--- src/rtl/lsu_pipe.sv ---
// rtl/lsu_pipe.sv - multi-cycle load/store unit; optional WAIT timeout via LSU_TIMEOUT_EN
module lsu_pipe #(
    parameter int XLEN           = 32,
    parameter int TIMEOUT_CYCLES = 256
) (
    input  logic              clock,
    input  logic              reset,
    input  logic              req_valid,
    output logic              req_ready,
    input  logic              req_load,
    input  logic              req_store,
    input  logic [2:0]        func3,
    input  logic [XLEN-1:0]   base_addr,
    input  logic [31:0]       imm,
    input  logic [XLEN-1:0]   store_data,
    input  logic [4:0]        req_rd,
    output logic              mem_req_valid,
    input  logic              mem_req_ready,
    output logic [XLEN-1:0]   mem_addr,
    output logic              mem_we,
    output logic [XLEN/8-1:0] mem_wstrb,
    output logic [XLEN-1:0]   mem_wdata,
    input  logic              mem_rsp_valid,
    input  logic [XLEN-1:0]   mem_rdata,
    output logic              done,
    output logic              wb_valid,
    output logic [4:0]        wb_rd,
    output logic [XLEN-1:0]   wb_data,
    output logic              fault_valid,
    output logic [1:0]        fault_cause,
    output logic [XLEN-1:0]   fault_addr,
    output logic              busy
);
    localparam int NB = XLEN / 8;
    localparam int LW = $clog2(NB);

    typedef enum logic [2:0] {S_IDLE, S_REQ, S_WAIT, S_RESP, S_FAULT} state_t;
    state_t state;

    logic [XLEN-1:0] eff_addr;
    logic [LW-1:0]   lane;
    logic            code_ok;
    logic            illegal;
    logic            misaligned;
    logic [NB-1:0]   strb_base;
    logic [XLEN-1:0] addr_q;
    logic [2:0]      func3_q;
    logic [4:0]      rd_q;
    logic            load_q;
    logic [XLEN-1:0] rsp_shifted;
    logic [XLEN-1:0] load_ext;
    logic            timeout_hit;

    generate
        if (!(XLEN == 32 || XLEN == 64) || TIMEOUT_CYCLES < 1) begin : g_param_check
            $error("lsu_pipe: unsupported parameter value");
        end
    endgenerate

    assign eff_addr = base_addr + XLEN'($signed(imm));
    assign lane     = eff_addr[LW-1:0];

    // Which func3 codes exist for the requested direction at this XLEN
    always_comb begin
        code_ok = 1'b0;
        if (req_load) begin
            case (func3)
                3'b000, 3'b001, 3'b010, 3'b100, 3'b101: code_ok = 1'b1;
                3'b011, 3'b110:                         code_ok = (XLEN == 64);
                default:                                code_ok = 1'b0;
            endcase
        end else begin
            case (func3)
                3'b000, 3'b001, 3'b010: code_ok = 1'b1;
                3'b011:                 code_ok = (XLEN == 64);
                default:                code_ok = 1'b0;
            endcase
        end
    end

    assign illegal = (req_load == req_store) || !code_ok;

    // Access size comes from func3[1:0]; derive alignment check and base strobe from it
    always_comb begin
        case (func3[1:0])
            2'd0: begin misaligned = 1'b0;            strb_base = NB'(8'h01); end
            2'd1: begin misaligned = eff_addr[0];     strb_base = NB'(8'h03); end
            2'd2: begin misaligned = |eff_addr[1:0];  strb_base = NB'(8'h0F); end
            default: begin misaligned = |eff_addr[2:0]; strb_base = NB'(8'hFF); end
        endcase
    end

    assign rsp_shifted = mem_rdata >> {addr_q[LW-1:0], 3'b000};

    // Extract the addressed bytes from the returned word and extend to XLEN
    always_comb begin
        case (func3_q)
            3'b000:  load_ext = XLEN'($signed(rsp_shifted[7:0]));
            3'b001:  load_ext = XLEN'($signed(rsp_shifted[15:0]));
            3'b010:  load_ext = XLEN'($signed(rsp_shifted[31:0]));
            3'b100:  load_ext = XLEN'(rsp_shifted[7:0]);
            3'b101:  load_ext = XLEN'(rsp_shifted[15:0]);
            3'b110:  load_ext = XLEN'(rsp_shifted[31:0]);
            default: load_ext = rsp_shifted;
        endcase
    end

`ifdef LSU_TIMEOUT_EN
    localparam int CW = $clog2(TIMEOUT_CYCLES + 1);
    logic [CW-1:0] wait_cnt;
    assign timeout_hit = (wait_cnt == CW'(TIMEOUT_CYCLES - 1));
`else
    assign timeout_hit = 1'b0;
`endif

    // Access sequencer: all outputs are registered and pulses last exactly one cycle
    always_ff @(posedge clock) begin
        if (reset) begin
            state         <= S_IDLE;
            req_ready     <= 1'b1;
            busy          <= 1'b0;
            mem_req_valid <= 1'b0;
            mem_addr      <= '0;
            mem_we        <= 1'b0;
            mem_wstrb     <= '0;
            mem_wdata     <= '0;
            done          <= 1'b0;
            wb_valid      <= 1'b0;
            wb_rd         <= '0;
            wb_data       <= '0;
            fault_valid   <= 1'b0;
            fault_cause   <= '0;
            fault_addr    <= '0;
            addr_q        <= '0;
            func3_q       <= '0;
            rd_q          <= '0;
            load_q        <= 1'b0;
`ifdef LSU_TIMEOUT_EN
            wait_cnt      <= '0;
`endif
        end else begin
            case (state)
                S_IDLE: begin
                    if (req_valid && req_ready) begin
                        req_ready <= 1'b0;
                        busy      <= 1'b1;
                        addr_q    <= eff_addr;
                        func3_q   <= func3;
                        rd_q      <= req_rd;
                        load_q    <= req_load;
                        if (illegal || misaligned) begin
                            state       <= S_FAULT;
                            fault_valid <= 1'b1;
                            done        <= 1'b1;
                            fault_cause <= illegal ? 2'd1 : 2'd0;
                            fault_addr  <= eff_addr;
                        end else begin
                            state         <= S_REQ;
                            mem_req_valid <= 1'b1;
                            mem_addr      <= {eff_addr[XLEN-1:LW], LW'(0)};
                            mem_we        <= req_store;
                            mem_wstrb     <= req_store ? (strb_base << lane) : '0;
                            mem_wdata     <= req_store ? (store_data << {lane, 3'b000}) : '0;
                        end
                    end
                end
                S_REQ: begin
                    if (mem_req_ready) begin
                        mem_req_valid <= 1'b0;
                        state         <= S_WAIT;
`ifdef LSU_TIMEOUT_EN
                        wait_cnt      <= '0;
`endif
                    end
                end
                S_WAIT: begin
                    if (mem_rsp_valid) begin
                        state <= S_RESP;
                        done  <= 1'b1;
                        if (load_q) begin
                            wb_valid <= 1'b1;
                            wb_rd    <= rd_q;
                            wb_data  <= load_ext;
                        end
                    end else if (timeout_hit) begin
                        state       <= S_FAULT;
                        fault_valid <= 1'b1;
                        done        <= 1'b1;
                        fault_cause <= 2'd2;
                        fault_addr  <= addr_q;
                    end else begin
`ifdef LSU_TIMEOUT_EN
                        wait_cnt <= wait_cnt + 1'b1;
`endif
                    end
                end
                S_RESP, S_FAULT: begin
                    state       <= S_IDLE;
                    done        <= 1'b0;
                    wb_valid    <= 1'b0;
                    fault_valid <= 1'b0;
                    req_ready   <= 1'b1;
                    busy        <= 1'b0;
                end
                default: state <= S_IDLE;
            endcase
        end
    end
endmodule
--- config.mk ---
export PLATFORM = sky130hd
export DESIGN_NAME = lsu_pipe
export DESIGN_NICKNAME = d
export VERILOG_FILES = /design/src/rtl/lsu_pipe.sv
export SDC_FILE = /design/constraint.sdc
export NUM_CORES = 1
export LEC_CHECK = 0
export BUFFER_PORTS_ARGS = -buffer_cell sky130_fd_sc_hd__buf_2
export CORE_AREA = 2 2 128 179
export DETAILED_ROUTE_END_ITERATION = 10
export DIE_AREA = 0 0 130 181
export GPL_TIMING_DRIVEN = 0
export MAX_ROUTING_LAYER = met4
export PLACE_DENSITY = 0.66
export SLEW_MARGIN = 25
export SYNTH_ARGS = -nofsm -noshare
export SYNTH_HDL_FRONTEND = slang
export SYNTH_SLANG_ARGS = --single-unit
export TNS_END_PERCENT = 10
--- constraint.sdc ---
create_clock -name clock -period 3.15 [get_ports clock]
set_input_delay 0.315 -clock clock [delete_from_list [all_inputs] [get_ports clock]]
set_output_delay 0.315 -clock clock [all_outputs]
set_load 0.005 [all_outputs]
==> results.py <==
metrics = {
    "outcome": {
        "status": "finished clean",
    },
    "cts": {
        "post-cts-setup-buffers": 0,
        "clock_latency_ps": 430,
        "hold_buffers": 0,
        "cts_tree": "done",
        "clock-sinks": 157,
        "clk_pin_slew_ps": 70,
        "ctsResizeCount": 0,
        "cts_buffers": 17,
        "h-tree-depth": 4,
        "clk_path_buf_depth": 2,
        "clockRootBuffer": "clkbuf_16",
    },
    "die": {
        "fp.dieH_um": 181,
        "initial_core_util": 0.394,
        "die_area_um2": 23500,
        "io_pins": 289,
        "core_um2": 21900,
        "rows": 64,
        "die_x_um": 130,
    },
    "final_layout": {
        "fill_cells": 2246,
        "nNetsFinal": 1569,
        "synthToLayoutAreaGrowth_pct": 27.8,
        "regArea_um2": 3140,
        "multi_input_area_um2": 5040,
        "layout_commonest_cell": "buf_2",
        "layout_common_cells": "300 x buf_2, 233 x nand2_1, 157 x dfxtp_1",
        "drive_above_1_share": 0.280,
        "fin_cells": 1706,
    },
    "sta": {
        "slew_headroom": 0.458,
        "fmax_ghz": 0.344,
        "worst_slew_pin_slew_ps": 813,
        "min_period_ps": 2910,
        "tns_ps": 0,
        "drv_slew": 0,
        "period_share": 0.922,
        "setup_viol": 0,
        "skew_ps": 10.1,
        "rsz0062_at_grt": "false",
        "hold_violations": 0,
    },
    "worst_setup_path": {
        "r2r_start": "state[1]",
        "required_ps": 3440,
        "critPathArrivalTime_ps": 3200,
        "r2r_cells": 8,
        "end_kind": "register",
        "start_kind": "input port",
        "cp_max_fo": 10,
        "path_class": "input port to register",
        "crit_path_start": "base_addr[0]",
    },
    "yosys": {
        "synthFlopType": "dfxtp_1",
        "synthCells": 1090,
        "avgSynthCellArea_um2": 7.91,
        "ys_types": 69,
        "netlist_area_um2": 8620,
        "synth_warnings": 0,
        "seq_area_frac_synth": 0.365,
        "async_flop_share": 0,
        "ys_ff_latch": 157,
        "synth_edf_count": 0,
    },
    "place": {
        "hpwlAfterDp_mm": 25.3,
        "routabilityCongestion": 0.965,
        "port_buffers": 283,
        "dp.cells": 1672,
    },
    "detailed_routing": {
        "dr.pass1.iters": 5,
        "avgViaCountPerCell": 5.31,
        "drt_wl_total_mm": 31.7,
        "post_drt_wl_per_cell_um": 18.6,
        "vias": 9058,
        "first_iter_violations": 412,
        "drc_errors": 0,
        "antenna_left": 0,
    },
    "global_routing": {
        "antenna_found_initial": 1,
        "grt_pass1_wl_mm": 47.7,
        "grtUsageTotal": 0.272,
        "grt.overflow.total": 0,
        "grt_pass1_vias": 8730,
        "grt_max_degree": 17,
    },
    "power_and_ir_drop": {
        "power.density_nw_per_um2": 500,
        "total_power_mw": 5.51,
        "vdd.ir_drop.worst_mv": 0.360,
        "leakagePower_nw": 4.82,
    },
    "min_path": {
        "whs_path_depth": 3,
        "min_from": "req_rd[0]",
        "hold_path_class": "input port to register",
    },
    "job": {
        "cap_violations": 0,
    },
}
area by class of cell:
cell class / count / share of cell area
Multi-Input combinational cell: 844 / 0.458
Sequential cell: 157 / 0.285
Timing Repair Buffer: 283 / 0.129
Clock buffer: 18 / 0.0399
Buffer: 84 / 0.0386
Tap cell: 297 / 0.0337
Clock inverter: 14 / 0.0137
Inverter: 7 / 0.00238
Antenna cell: 2 / 0.000454
critical path: stages:
cell	delay, ps
buf_2	100
ha_1	210
fa_1	440
xnor2_2	330
nor2b_1	100
o31ai_2	290
nand3_1	390
buf_2	340
buf_1	390
nand3b_1	210
o31ai_1	80
per-stage QoR:
stage | setup WS (ps) | utilization | cell area [µm²] | hold WS (ps)
after floorplan | 742 | - | 8630 | 432
after global placement | -425 | 0.477 | 10400 | 434
after detailed placement | -405 | 0.477 | 10400 | 437
after CTS | 39.6 | 0.504 | 11000 | 104
after global routing | 21.4 | 0.504 | 11000 | 118
final | 245 | 0.504 | 11000 | 121
where the power goes:
part | switching (mW) | internal, mW
Combinational | 0.785 | 0.489
Clock | 0.951 | 1.15
Sequential | 0.0612 | 2.08
final timing paths:
kind	end	slack, ps
worst max register to register	mem_addr[21]	460
worst min-delay path	rd_q[0]	120
worst max-delay path	mem_addr[21]	240
worst min register to register	busy	450
metal layers:
metal	wire, µm	vias up	GRT usage
li1	-	4442	-
met1	11900	4161	0.285
met2	16200	364	0.477
met3	1940	91	0.0489
met4	1620	0	0.145
met5	0	-	-
kinds of logic (layout without fill, tap and decap cells):
| family | Yosys count | count (layout) | share of synthesized area |
|---|---|---|---|
| multiplexers | 53 | 53 | 0.0639 |
| adder cells (fa/ha/maj) | 32 | 32 | 0.0473 |
| AO/OA/AOI/OAI | 292 | 292 | 0.219 |
| AND/OR/NAND/NOR | 441 | 441 | 0.229 |
| other | 1 | 5 | 0.000435 |
| XOR/XNOR | 23 | 23 | 0.0234 |
| flip-flops | 157 | 157 | 0.365 |
| buffers and inverters | 91 | 406 | 0.0524 |
cell usage after synthesis (3+ instances only):
| cell | count | share of area |
|---|---|---|
| a211oi_1 | 35 | 0.030 |
| a21o_1 | 24 | 0.021 |
| a21oi_1 | 134 | 0.078 |
| a21oi_2 | 8 | 0.0081 |
| and3_1 | 4 | 0.0029 |
| buf_1 | 7 | 0.0030 |
| buf_2 | 17 | 0.0099 |
| buf_4 | 7 | 0.0061 |
| buf_6 | 5 | 0.0065 |
| clkbuf_1 | 45 | 0.020 |
| dfxtp_1 | 157 | 0.36 |
| ha_1 | 31 | 0.045 |
| inv_1 | 6 | 0.0026 |
| mux2_2 | 15 | 0.020 |
| mux2i_1 | 37 | 0.043 |
| nand2_1 | 233 | 0.10 |
| nand2_2 | 3 | 0.0022 |
| nand2b_1 | 10 | 0.0073 |
| nand3_1 | 32 | 0.019 |
| nand3b_1 | 13 | 0.011 |
| nand4_1 | 10 | 0.0073 |
| nand4b_1 | 3 | 0.0030 |
| nor2_1 | 75 | 0.033 |
| nor2b_1 | 12 | 0.0087 |
| nor3_1 | 22 | 0.013 |
| nor3b_1 | 5 | 0.0044 |
| o2111ai_1 | 9 | 0.0091 |
| o211ai_1 | 12 | 0.010 |
| o21a_1 | 4 | 0.0035 |
| o21ai_0 | 29 | 0.017 |
| o21ai_1 | 6 | 0.0035 |
| o21bai_1 | 4 | 0.0035 |
| or3_1 | 5 | 0.0036 |
| xnor2_1 | 14 | 0.014 |
| xor2_1 | 9 | 0.0091 |
registers in the layout, summed over array words and instances (netlist names), 2 cells and up:
signal and flops:
func3_q 3, mem_addr 30, mem_wdata 32, wb_rd 5
fault_addr 32, mem_wstrb 4, addr_q 2, wb_data 32
state 3, rd_q 5
(Power assumes the default switching activity.)
